$ cat src/rtl/mem_arbiter_pkg.sv
// Shared widths and grant classes for the CPU/external memory arbiter.
// CPU, memory and arbiter all take their default widths from here.
package mem_arbiter_pkg;

  localparam int AWIDTH_DEF    = 16;
  localparam int DWIDTH_DEF    = 16;
  localparam int STEAL_GAP_DEF = 2;

  // Who owns the memory ports in the current cycle.
  typedef enum logic [1:0] {
    GRANT_NONE     = 2'd0,  // CPU owns both ports
    GRANT_FREE_WR  = 2'd1,  // external write on the idle write port, CPU keeps running
    GRANT_STEAL_RD = 2'd2,  // CPU frozen, read port carries the external address
    GRANT_STEAL_WR = 2'd3   // CPU frozen, write port carries the external write
  } grant_e;

  // Width of the steal-gap counter. It never drops below one bit, so
  // STEAL_GAP=0 still yields a legal (constantly zero) register.
  function automatic int gap_width(input int gap);
    int w;
    w = $clog2(gap + 1);
    return (w < 1) ? 1 : w;
  endfunction

endpackage

$ cat src/rtl/mem_arbiter.sv
// Shares a 1-cycle-latency synchronous memory between the CPU and one external
// requester; steals cycles by freezing the CPU and replays its pending read data.
module mem_arbiter
  import mem_arbiter_pkg::*;
#(
  parameter int AWIDTH    = AWIDTH_DEF,
  parameter int DWIDTH    = DWIDTH_DEF,
  parameter int STEAL_GAP = STEAL_GAP_DEF
) (
  input  logic              clk,
  input  logic              reset,
  input  logic [AWIDTH-1:0] cpu_raddr_i,
  input  logic [AWIDTH-1:0] cpu_waddr_i,
  input  logic [DWIDTH-1:0] cpu_wdata_i,
  input  logic              cpu_wr_i,
  output logic [DWIDTH-1:0] cpu_rdata_o,
  output logic              cpu_hold_o,
  input  logic              ext_req_i,
  input  logic              ext_we_i,
  input  logic [AWIDTH-1:0] ext_addr_i,
  input  logic [DWIDTH-1:0] ext_wdata_i,
  output logic              ext_ack_o,
  output logic              ext_rvalid_o,
  output logic [DWIDTH-1:0] ext_rdata_o,
  output logic [AWIDTH-1:0] mem_raddr_o,
  input  logic [DWIDTH-1:0] mem_rdata_i,
  output logic [AWIDTH-1:0] mem_waddr_o,
  output logic [DWIDTH-1:0] mem_wdata_o,
  output logic              mem_wr_o
);

  localparam int            GW       = gap_width(STEAL_GAP);
  localparam logic [GW-1:0] GAP_LOAD = GW'(STEAL_GAP);

  logic [GW-1:0]     gap_cnt;
  logic              prev_hold;
  logic [DWIDTH-1:0] replay;
  logic              ext_rvalid;

  logic   eligible;
  logic   gap_open;
  logic   steal;
  grant_e grant;

  // External handshake: ext_req_i is held with stable fields until ext_ack_o
  // pulses for one cycle; read data follows with ext_rvalid_o one cycle later.
  always_comb begin
    eligible = ext_req_i & ~reset;
    gap_open = (gap_cnt == '0);
    grant    = GRANT_NONE;
    if (eligible) begin
      if (ext_we_i && !cpu_wr_i) begin
        grant = GRANT_FREE_WR;
      end else if (gap_open) begin
        grant = ext_we_i ? GRANT_STEAL_WR : GRANT_STEAL_RD;
      end
    end
  end

  assign steal      = (grant == GRANT_STEAL_RD) || (grant == GRANT_STEAL_WR);
  assign cpu_hold_o = steal;
  assign ext_ack_o  = (grant != GRANT_NONE);

  // A stolen cycle drops the CPU write; the frozen CPU presents it again.
  always_comb begin
    mem_raddr_o = cpu_raddr_i;
    mem_waddr_o = cpu_waddr_i;
    mem_wdata_o = cpu_wdata_i;
    mem_wr_o    = cpu_wr_i & ~reset;
    case (grant)
      GRANT_FREE_WR, GRANT_STEAL_WR: begin
        mem_waddr_o = ext_addr_i;
        mem_wdata_o = ext_wdata_i;
        mem_wr_o    = 1'b1;
      end
      GRANT_STEAL_RD: begin
        mem_raddr_o = ext_addr_i;
        mem_wr_o    = 1'b0;
      end
      default: ;
    endcase
  end

  // After a run of holds the CPU must see the data for the address it issued
  // before the first hold, which was captured during that first held cycle.
  assign cpu_rdata_o  = prev_hold ? replay : mem_rdata_i;
  assign ext_rdata_o  = mem_rdata_i;
  assign ext_rvalid_o = ext_rvalid & ~reset;

  always_ff @(posedge clk) begin
    if (reset) begin
      gap_cnt    <= '0;
      prev_hold  <= 1'b0;
      replay     <= '0;
      ext_rvalid <= 1'b0;
    end else begin
      if (steal) begin
        gap_cnt <= GAP_LOAD;
      end else if (!gap_open) begin
        gap_cnt <= gap_cnt - 1'b1;
      end
      prev_hold  <= steal;
      replay     <= cpu_rdata_o;
      ext_rvalid <= (grant == GRANT_STEAL_RD);
    end
  end

endmodule

$ cat config.mk
export PLATFORM = sky130hd
export DESIGN_NAME = mem_arbiter
export DESIGN_NICKNAME = d
export VERILOG_FILES = /design/src/rtl/mem_arbiter_pkg.sv /design/src/rtl/mem_arbiter.sv
export SDC_FILE = /design/constraint.sdc
export NUM_CORES = 1
export LEC_CHECK = 0
export BUFFER_PORTS_ARGS = -buffer_cell sky130_fd_sc_hd__buf_2
export CAP_MARGIN = 0
export CORE_ASPECT_RATIO = 0.5
export CORE_MARGIN = 2
export CORE_UTILIZATION = 30
export CTS_CLUSTER_SIZE = 12
export DETAILED_ROUTE_END_ITERATION = 8
export PLACE_DENSITY = 0.75
export SYNTH_ARGS = -nofsm -noshare
export SYNTH_HDL_FRONTEND = slang
export SYNTH_SLANG_ARGS = --single-unit
$ cat constraint.sdc
create_clock -name clk -period 2.4 [get_ports clk]
set_input_delay 0.36 -clock clk [delete_from_list [all_inputs] [get_ports clk]]
set_output_delay 0.36 -clock clk [all_outputs]
set_load 0.02 [all_outputs]
==> results by group, run 1 <==
Route
  • DRC: 0
  • Final wirelength: 4.85 mm
  • Routed vias: 1677
  • Pre-antenna DRT Iters: 4
  • Detailed router's first-iteration violation count: 26
  • Vias/cell: 4.39
  • Number of nets with antenna violations after routing: 0
  • Routed WL per cell: 12.7 microns

Floorplan
  • Die X: 105 microns
  • Core area: 4930 sq um
  • Io pins: 185
  • Initial Util: 0.312
  • Num rows: 18
  • DIE HEIGHT: 54.6 microns
  • Die ar.: 5750 sq um

Yosys
  • Post-synthesis sequential area ratio: 0.260
  • Syn Nets: 240
  • Synth cell types: 21
  • Netlist Area Pre-Place: 1540 sq um
  • Syn_area_per_cell: 11.1 sq um
  • Synth Instances: 139
  • Synth top area cells: mux2_2 40%, dfxtp_1 26%, mux2_4 8.8%, buf_4 7.8%, and2_1 6.5%
  • Synth top area share: 0.403
  • Synth area leader: mux2_2
  • FF+latch count, synth: 20
  • Yosys warns: 0

Pwr
  • Flop pwr share: 0.335
  • Sw Pwr: 0.362 mW
  • Leak: 1.36 nW
  • Max VDD drop: 189 uV
  • Clock share of power: 0.229
  • Pwr dens: 432 nW/um^2
  • Comb power frac: 0.436
  • Switching Fraction: 0.333
  • Int Pwr: 0.726 mW

Layout
  • Layout area overhead: 63.9%
  • Layout Nets: 414
  • Commonest non-fill, non-tap cell in the layout: buf_2
  • Most frequent cells in the layout: 184 x buf_2, 55 x mux2_2, 19 x dfxtp_1
  • Diodes inserted: 0
  • Core Util, Final: 0.511
  • Share of cells above drive strength 1: 0.846

Job
  • Maxcap violations: 0

STA
  • Final Max Tran Viols: 0
  • RSZ-0062 raised after global routing: no
  • PnR worst setup slack: 0.0758 ns
  • Rel. slew slack: 0.544
  • Tmin final: 2.32 ns
  • Final Setup Violations: 0
  • Fmax: 430 MHz
  • Actual slew at the worst max-slew pin: 0.682 ns
  • Final setup TNS: 0 ns
  • Fin crit share: 0.968
  • Fin. Hold Viols: 0
  • Final Skew: 0.000841 ns

Setup path
  • Max FO, Critical Path: 9
  • Slowest Stage Delay on Critical Path: 0.56 ns
  • Critical path capture point type: output port
  • Crit path required time: 2.04 ns
  • RR Endpoint: gap_cnt[1]$_SDFFE_PP0P_
  • Worst r2r src: gap_cnt[0]$_SDFFE_PP0P_
  • Crit Path Category: flop to output port
  • R2r setup slk: 0.91 ns
  • CP Data Arrival Time: 1.96 ns
  • Worst path cell trace: or4b_4, nor2_8, buf_12, mux2_2, buf_2
  • Slowest cell on the critical path: or4b_4
  • Startpoint types: flop
  • R2R depth: 4

Global route
  • Total Routing Usage GR: 0.150
  • First-pass GRT wire length: 6.86 mm
  • Congestion Overflow GR: 0
  • Initial antenna violation count: 0
  • Vias in the first global route: 1510
  • Largest net degree at the start of global routing: 33

Min path
  • Hold Path End: gap_cnt[0]$_SDFFE_PP0P_
  • Hold Crit Class: input port to flop
  • Min-delay src: reset
  • Hold Crit Depth: 2

CTS
  • Reg clk slew, reported paths: 0.07 ns
  • CTS tree: yes
  • Post-CTS Hold Fix Bufs: 0
  • CTS Root Cell: clkbuf_8
  • Number of H-tree levels: 1
  • Sink Count: 20
  • Worst-Skew Late Latency: 0.25 ns
  • CTS Buffer Depth: 2
  • Num CTS Buffers: 3

Run status
  • Status: finished, final reports clean

Placed design
  • Gp weighted congestion: 0.979
  • # port buffers: 184
  • Place WS: 0.123 ns
  • Hpwl dp: 4.04 mm
[cells in the mapped netlist, drive strengths merged]
master  instances
or4b            1
nand2           1
o21ai           1
nor3b           1
clkbuf          2
and2           16
nor2            2
a41o            1
buf            21
a31o            1
nor2b           1
nand4           1
dfxtp          20
inv             2
a21oi           3
mux2           64
a21o            1
[sequential cells by signal, indices dropped and copies added, names as in the netlist]
name        cells
replay         16
gap_cnt         2
ext_rvalid      1
prev_hold       1
[routing by layer]
| layer | GRT usage | routed length (microns) | vias up |
|---|---|---|---|
| li1 | - | - | 823 |
| met1 | 0.165 | 1850 | 770 |
| met2 | 0.316 | 2640 | 75 |
| met3 | 0.0179 | 274 | 9 |
| met4 | 0.0444 | 74 | 0 |
| met5 | 0 | 0 | - |
[metrics by stage]
step                      area [sq um]  hold WS (ns)  instances  total power, mW
final                             2520         0.333        382             1.09
after global routing              2520         0.321        382             1.16
after CTS                         2500         0.326        380             1.10
after detailed placement          2410         0.511        372            0.840
after global placement            2410         0.475        372            0.830
after floorplan                   1540         0.436        139            0.667
[power by group through the flow]
stage	Sequential (mW)	Combinational, mW	Clock (mW)
2_1_floorplan	0.364	0.302	0
3_3_place_gp	0.371	0.459	0
3_5_place_dp	0.372	0.468	0
4_1_cts	0.365	0.476	0.263
5_1_grt	0.368	0.506	0.283
6_report	0.365	0.475	0.249
[cells by family (layout without fill, tap and decap cells)]
| logic type | count (synthesis) | in the layout | synth area share |
|---|---|---|---|
| buffers and inverters | 25 | 198 | 0.114 |
| and+or+nand+nor | 23 | 23 | 0.105 |
| AOI/OAI and AO/OA | 7 | 7 | 0.0301 |
| DFF | 20 | 20 | 0.260 |
| muxes | 64 | 64 | 0.491 |
[critical path, delay by kind of cell, from the launching register on]
| kind | cells | cell delay, ns |
|---|---|---|
| buffers and inverters | 2 | 0.32 |
| and+or+nand+nor | 2 | 0.73 |
| DFF | 1 | 0.34 |
| muxes | 1 | 0.32 |
[worst max-delay path by stage]
stage,startpoint,end,slack (ns),cells after the start
after CTS,gap_cnt[1]$_SDFFE_PP0P_,mem_raddr_o[3],0.005,5
after global placement,reset,mem_raddr_o[5],0.18,5
final,gap_cnt[0]$_SDFFE_PP0P_,mem_raddr_o[15],0.08,5
after detailed placement,reset,mem_raddr_o[8],0.12,5
after global routing,gap_cnt[0]$_SDFFE_PP0P_,mem_raddr_o[15],0.009,5
after floorplan,gap_cnt[1]$_SDFFE_PP0P_,ext_ack_o,0.43,3
[area by class of cell]
| class | count | area (sq um) |
|---|---|---|
| fillers | 458 | 2410 |
| repair buffers | 192 | 1010 |
| multi-input cells | 94 | 962 |
| flip-flops and latches | 20 | 402 |
| well taps | 70 | 87.6 |
| clock buffers | 4 | 55.1 |
| inverters | 2 | 7.51 |
[repair_timing]
item,in CTS,in global routing
setup endpoints to repair,7,14
resized for setup,0,1
pin swaps,1,2
setup buffers,4,2
Note: power is estimated with default switching activity, not from simulation.
==> inputs of run 2 (changes only) <==
==> constraint.sdc (replaced) <==
create_clock -name clk -period 2.55 [get_ports clk]
set_input_delay 0.3825 -clock clk [delete_from_list [all_inputs] [get_ports clk]]
set_output_delay 0.3825 -clock clk [all_outputs]
set_load 0.02 [all_outputs]
==> results by group, run 2 (synthesis results as in run 1) <==
Floorplan
  • DIE HEIGHT: 54.6 microns (unchanged)
  • Io pins: 185 (unchanged)
  • Die ar.: 5750 sq um (unchanged)
  • Die X: 105 microns (unchanged)
  • Initial Util: 0.312 (unchanged)
  • Num rows: 18 (unchanged)
  • Core area: 4930 sq um (unchanged)

Min path
  • Hold Crit Depth: 2 (unchanged)
  • Hold Crit Class: input port to flop
  • Hold Path End: gap_cnt[0]$_SDFFE_PP0P_
  • Min-delay src: reset

Setup path
  • Crit path required time: 2.17 ns (+0.13 ns)
  • Crit Path Category: flop to output port
  • Slowest cell on the critical path: or4b_4
  • Worst r2r src: prev_hold$_SDFF_PP0_
  • Max FO, Critical Path: 17 (+8)
  • Slowest Stage Delay on Critical Path: 0.59 ns (+0.03 ns)
  • R2r setup slk: 1.10 ns (+0.19 ns)
  • RR Endpoint: replay[7]$_SDFF_PP0_
  • Worst path cell trace: or4b_4, nor2_8, mux2_2, buf_2
  • Startpoint types: flop
  • R2R depth: 2 (-2)
  • Critical path capture point type: output port
  • CP Data Arrival Time: 2.05 ns (+0.09 ns)

Route
  • Final wirelength: 4.73 mm (-2.5%)
  • Number of nets with antenna violations after routing: 0 (unchanged)
  • Pre-antenna DRT Iters: 4 (unchanged)
  • Detailed router's first-iteration violation count: 34 (+31%)
  • Routed vias: 1614 (-3.8%)
  • DRC: 0 (unchanged)
  • Routed WL per cell: 12.6 microns (-0.63%)
  • Vias/cell: 4.30 (-2.0%)

Run status
  • Status: finished, final reports clean

CTS
  • Num CTS Buffers: 3 (unchanged)
  • CTS tree: yes
  • Post_cts resized: 0 (unchanged)
  • Setup Fix Bufs, Post-CTS: 0 (-4)
  • Worst-Skew Late Latency: 0.25 ns (about the same)
  • Post-CTS Hold Fix Bufs: 0 (unchanged)
  • Sink Count: 20 (unchanged)
  • Number of H-tree levels: 1 (unchanged)
  • CTS Root Cell: clkbuf_8
  • Reg clk slew, reported paths: 0.07 ns (about the same)
  • CTS Buffer Depth: 2 (unchanged)

Placed design
  • # port buffers: 184 (unchanged)
  • Hpwl dp: 4.09 mm (+1.3%)
  • Gp weighted congestion: 0.967 (-1.3%)
  • Place WS: 0.241 ns (+0.118 ns)
  • Placed cells: 372 (unchanged)

Layout
  • Fin cells: 375 (-1.8%)
  • Layout Nets: 408 (-1.4%)
  • Commonest non-fill, non-tap cell in the layout: buf_2
  • Max reg flops: 16 (unchanged)
  • Layout area overhead: 58.3%
  • Biggest register: replay
  • Largest registers: replay (16), gap_cnt (2)
  • Share of cells above drive strength 1: 0.839 (-0.00681)
  • Most frequent cells in the layout: 184 x buf_2, 55 x mux2_2, 20 x dfxtp_1
  • Diodes inserted: 0 (unchanged)

STA
  • PnR worst setup slack: 0.115 ns (+0.0396 ns)
  • RSZ-0062 raised after global routing: no
  • Fin. Hold Viols: 0 (unchanged)
  • Fin crit share: 0.955
  • Final Max Tran Viols: 0 (unchanged)
  • Final setup TNS: 0 ns (unchanged)
  • Tmin final: 2.43 ns
  • Fmax: 411 MHz
  • Final Setup Violations: 0 (unchanged)
  • Actual slew at the worst max-slew pin: 0.690 ns (+0.00708 ns)
  • Final Skew: 0.000355 ns (-0.000487 ns)
  • Rel. slew slack: 0.540 (-0.00473)

Global route
  • Total Routing Usage GR: 0.143 (-0.00777)
  • Congestion Overflow GR: 0 (unchanged)
  • Largest net degree at the start of global routing: 33 (unchanged)
  • Vias in the first global route: 1453 (-3.8%)
  • Initial antenna violation count: 0 (unchanged)
  • First-pass GRT wire length: 6.53 mm (-4.7%)

Job
  • Maxcap violations: 0 (unchanged)

Pwr
  • Leak: 1.32 nW (-3.5%)
  • Pwr dens: 400 nW/um^2 (-7.3%)
  • Max VDD drop: 159 uV (-16%)
==> run 2: cell types whose count changed in the layout (fill, tap and decap cells not counted), sizes merged <==
cell	previous run	this run
buf	192	186
clkbuf	4	3
==> run 2: cell type report <==
cell class	instances	area, sq um
flip-flops and latches	20	400
fillers	463	2500
well taps	70	87.6
clock buffers	3	41.3
multi-input cells	94	962
repair buffers	186	936
inverters	2	7.51
==> run 2: how the worst max path moves through the flow <==
| stage | startpoint | endpoint | slack, ns | cells after the start |
|---|---|---|---|---|
| after floorplan | reset | ext_ack_o | 0.54 | 3 |
| after global placement | reset | mem_raddr_o[5] | 0.29 | 5 |
| after detailed placement | reset | mem_raddr_o[10] | 0.24 | 5 |
| after CTS | gap_cnt[1]$_SDFFE_PP0P_ | mem_raddr_o[10] | 0.1 | 4 |
| after global routing | gap_cnt[1]$_SDFFE_PP0P_ | mem_raddr_o[10] | 0.03 | 4 |
| final | gap_cnt[1]$_SDFFE_PP0P_ | mem_raddr_o[8] | 0.12 | 4 |
==> run 2: metal layers <==
layer	routed length, microns	GRT usage	up-vias
met4	58	0.0400	0
met1	1860	0.160	731
met2	2550	0.297	72
li1	-	-	805
met5	0	0	-
met3	263	0.0155	6
==> run 2: worst max-delay path, delay by kind of cell, from the launching register on <==
family | cells | cell delay (ns)
DFF | 1 | 0.34
and+or+nand+nor | 2 | 0.91
muxes | 1 | 0.39
buffers and inverters | 1 | 0.16
==> run 2: through the flow <==
| stage | hold WS [ns] | power [mW] | util | cell area (sq um) |
|---|---|---|---|---|
| 2_1_floorplan | 0.458 | 0.628 | - | 1540 |
| 3_3_place_gp | 0.478 | 0.779 | 0.485 | 2390 |
| 3_5_place_dp | 0.493 | 0.790 | 0.485 | 2390 |
| 4_1_cts | 0.357 | 0.990 | 0.494 | 2430 |
| 5_1_grt | 0.376 | 1.03 | 0.494 | 2430 |
| 6_report | 0.362 | 0.974 | 0.494 | 2430 |
==> run 2: power by group <==
part           internal (mW)  switching, mW  total, mW  leakage, nW
sequential             0.332         0.0106      0.343        0.166
clock                  0.105         0.0893      0.194       0.0216
combinational          0.206          0.232      0.437         1.13
total                  0.643          0.332      0.974         1.32
==> inputs of run 3 (changes only) <==
==> constraint.sdc (replaced) <==
create_clock -name clk -period 2.5 [get_ports clk]
set_input_delay 0.375 -clock clk [delete_from_list [all_inputs] [get_ports clk]]
set_output_delay 0.375 -clock clk [all_outputs]
set_load 0.02 [all_outputs]
==> results by group, run 3 (synthesis results as in run 1) <==
Placed design
  • # port buffers: 184 (unchanged)
  • Gp weighted congestion: 0.965 (-0.20%)
  • Hpwl dp: 4.15 mm (+1.6%)
  • Area after DPL: 2390 sq um (unchanged)

Setup path
  • Max FO, Critical Path: 17 (unchanged)
  • Startpoint types: flop
  • R2r setup slk: 1.05 ns (-0.05 ns)
  • Delay-heaviest family, CP: simple AND/OR/NAND/NOR gates
  • R2R depth: 2 (unchanged)
  • Crit path required time: 2.12 ns (-0.05 ns)
  • Slowest Stage Delay on Critical Path: 0.60 ns (about the same)
  • WP buf/inv: 2 (+1)
  • Crit Path Category: flop to output port
  • Worst r2r src: prev_hold$_SDFF_PP0_
  • Worst path cell trace: or4b_4, nor2_8, buf_12, mux2_2, buf_2
  • Critical path capture point type: output port
  • CP Data Arrival Time: 2.02 ns (-0.03 ns)
  • Slowest cell on the critical path: or4b_4
  • RR Endpoint: replay[4]$_SDFF_PP0_

Layout
  • Share of cells above drive strength 1: 0.840 (+0.00105)
  • Biggest register: replay
  • Layout area overhead: 60.5%
  • Most frequent cells in the layout: 184 x buf_2, 55 x mux2_2, 20 x dfxtp_1
  • Largest registers: replay (16), gap_cnt (2)
  • Commonest non-fill, non-tap cell in the layout: buf_2
  • Diodes inserted: 0 (unchanged)
  • Design Area, Final: 2470 sq um (+1.4%)
  • Layout Nets: 409 (+0.25%)
  • Filler cells: 477 (+3.0%)
  • Max reg flops: 16 (unchanged)

Floorplan
  • DIE HEIGHT: 54.6 microns (unchanged)
  • Die X: 105 microns (unchanged)
  • Num rows: 18 (unchanged)
  • Core area: 4930 sq um (unchanged)
  • Initial Util: 0.312 (unchanged)
  • Die ar.: 5750 sq um (unchanged)
  • Io pins: 185 (unchanged)

CTS
  • Num CTS Buffers: 3 (unchanged)
  • CTS tree: yes
  • Sink Count: 20 (unchanged)
  • Reg clk slew, reported paths: 0.07 ns (about the same)
  • CTS Buffer Depth: 2 (unchanged)
  • Post_cts resized: 0 (unchanged)
  • CTS Root Cell: clkbuf_8
  • Number of H-tree levels: 1 (unchanged)
  • Worst-Skew Late Latency: 0.25 ns (about the same)

Global route
  • Total Routing Usage GR: 0.152 (+0.00945)
  • Largest net degree at the start of global routing: 33 (unchanged)
  • Initial antenna violation count: 0 (unchanged)
  • Vias in the first global route: 1535 (+5.6%)
  • First-pass GRT wire length: 6.97 mm (+6.7%)
  • Congestion Overflow GR: 0 (unchanged)

STA
  • Fin crit share: 0.957
  • Final setup TNS: 0 ns (unchanged)
  • Rel. slew slack: 0.541 (+0.00132)
  • Final Max Tran Viols: 0 (unchanged)
  • Fmax: 418 MHz
  • RSZ-0062 raised after global routing: no
  • Final Skew: 0.000267 ns (-0.0000871 ns)
  • Final Setup Violations: 0 (unchanged)
  • Fin. Hold Viols: 0 (unchanged)
  • Actual slew at the worst max-slew pin: 0.688 ns (-0.00197 ns)
  • Tmin final: 2.39 ns

Min path
  • Hold Path End: gap_cnt[0]$_SDFFE_PP0P_
  • Hold Crit Class: input port to flop
  • Hold Crit Depth: 2 (unchanged)
  • Min-delay src: reset

Route
  • Detailed router's first-iteration violation count: 36 (+5.9%)
  • Routed vias: 1620 (+0.37%)
  • Routed WL per cell: 12.8 microns (+1.8%)
  • Number of nets with antenna violations after routing: 0 (unchanged)
  • Vias/cell: 4.30 (-0.16%)
  • Pre-antenna DRT Iters: 4 (unchanged)
  • Final wirelength: 4.84 mm (+2.3%)
  • DRC: 0 (unchanged)

Pwr
  • Leak: 1.33 nW (+1.1%)
  • Max VDD drop: 186 uV (+17%)
  • Pwr dens: 420 nW/um^2 (+5.0%)

Job
  • Maxcap violations: 0 (unchanged)

Run status
  • Status: finished, final reports clean
[run 3: worst max path at each step]
stage                             from              to  slack, ns  depth (start not counted)
2_1_floorplan                    reset       ext_ack_o       0.51                          3
3_3_place_gp                     reset  mem_raddr_o[5]       0.25                          5
3_5_place_dp                     reset  mem_raddr_o[9]       0.21                          5
4_1_cts        gap_cnt[1]$_SDFFE_PP0P_  mem_raddr_o[9]       0.06                          4
5_1_grt        gap_cnt[1]$_SDFFE_PP0P_  mem_raddr_o[8]       0.05                          5
6_report       gap_cnt[1]$_SDFFE_PP0P_  mem_raddr_o[9]       0.11                          5
[run 3: metal layers]
| layer | routed length [microns] | global-route usage | vias to the layer above |
|---|---|---|---|
| li1 | - | - | 811 |
| met2 | 2660 | 0.324 | 68 |
| met1 | 1900 | 0.170 | 739 |
| met4 | 27 | 0.0333 | 0 |
| met3 | 257 | 0.0155 | 2 |
| met5 | 0 | 0 | - |
[run 3: worst reg2reg max path, cell delays in order (launching register included)]
cell and delay, ns:
dfxtp_1 0.77, mux2_2 0.42, and2_1 0.16
[run 3: power breakdown]
part / switching [mW] / internal, mW / leakage, nW / total (mW)
Combinational: 0.238 / 0.212 / 1.14 / 0.450
Clock: 0.0971 / 0.140 / 0.0288 / 0.237
Sequential: 0.0112 / 0.339 / 0.166 / 0.350
Total: 0.346 / 0.691 / 1.33 / 1.04
[run 3: final cells by class]
class / count / area, sq um / area share
Timing Repair Buffer: 187 / 956 / 0.387
Multi-Input combinational cell: 94 / 962 / 0.390
Inverter: 2 / 7.51 / 0.00304
Sequential cell: 20 / 400 / 0.162
Tap cell: 70 / 87.6 / 0.0355
Clock buffer: 4 / 55.1 / 0.0223
[run 3: timing repair]
item                                    4_1_cts  5_1_grt
hold buffers                                  0        0
endpoints found under the setup margin        0        2
buffers inserted                              0        1
[run 3: per-stage QoR]
step	hold slack (ns)	instances	power (mW)	setup WS (ns)	utilization
after floorplan	0.451	139	0.640	0.509	-
after CTS	0.346	376	1.05	0.0570	0.496
after global placement	0.477	372	0.795	0.254	0.485
after detailed placement	0.499	372	0.806	0.212	0.485
after global routing	0.364	377	1.10	0.0501	0.501
final	0.352	377	1.04	0.107	0.501
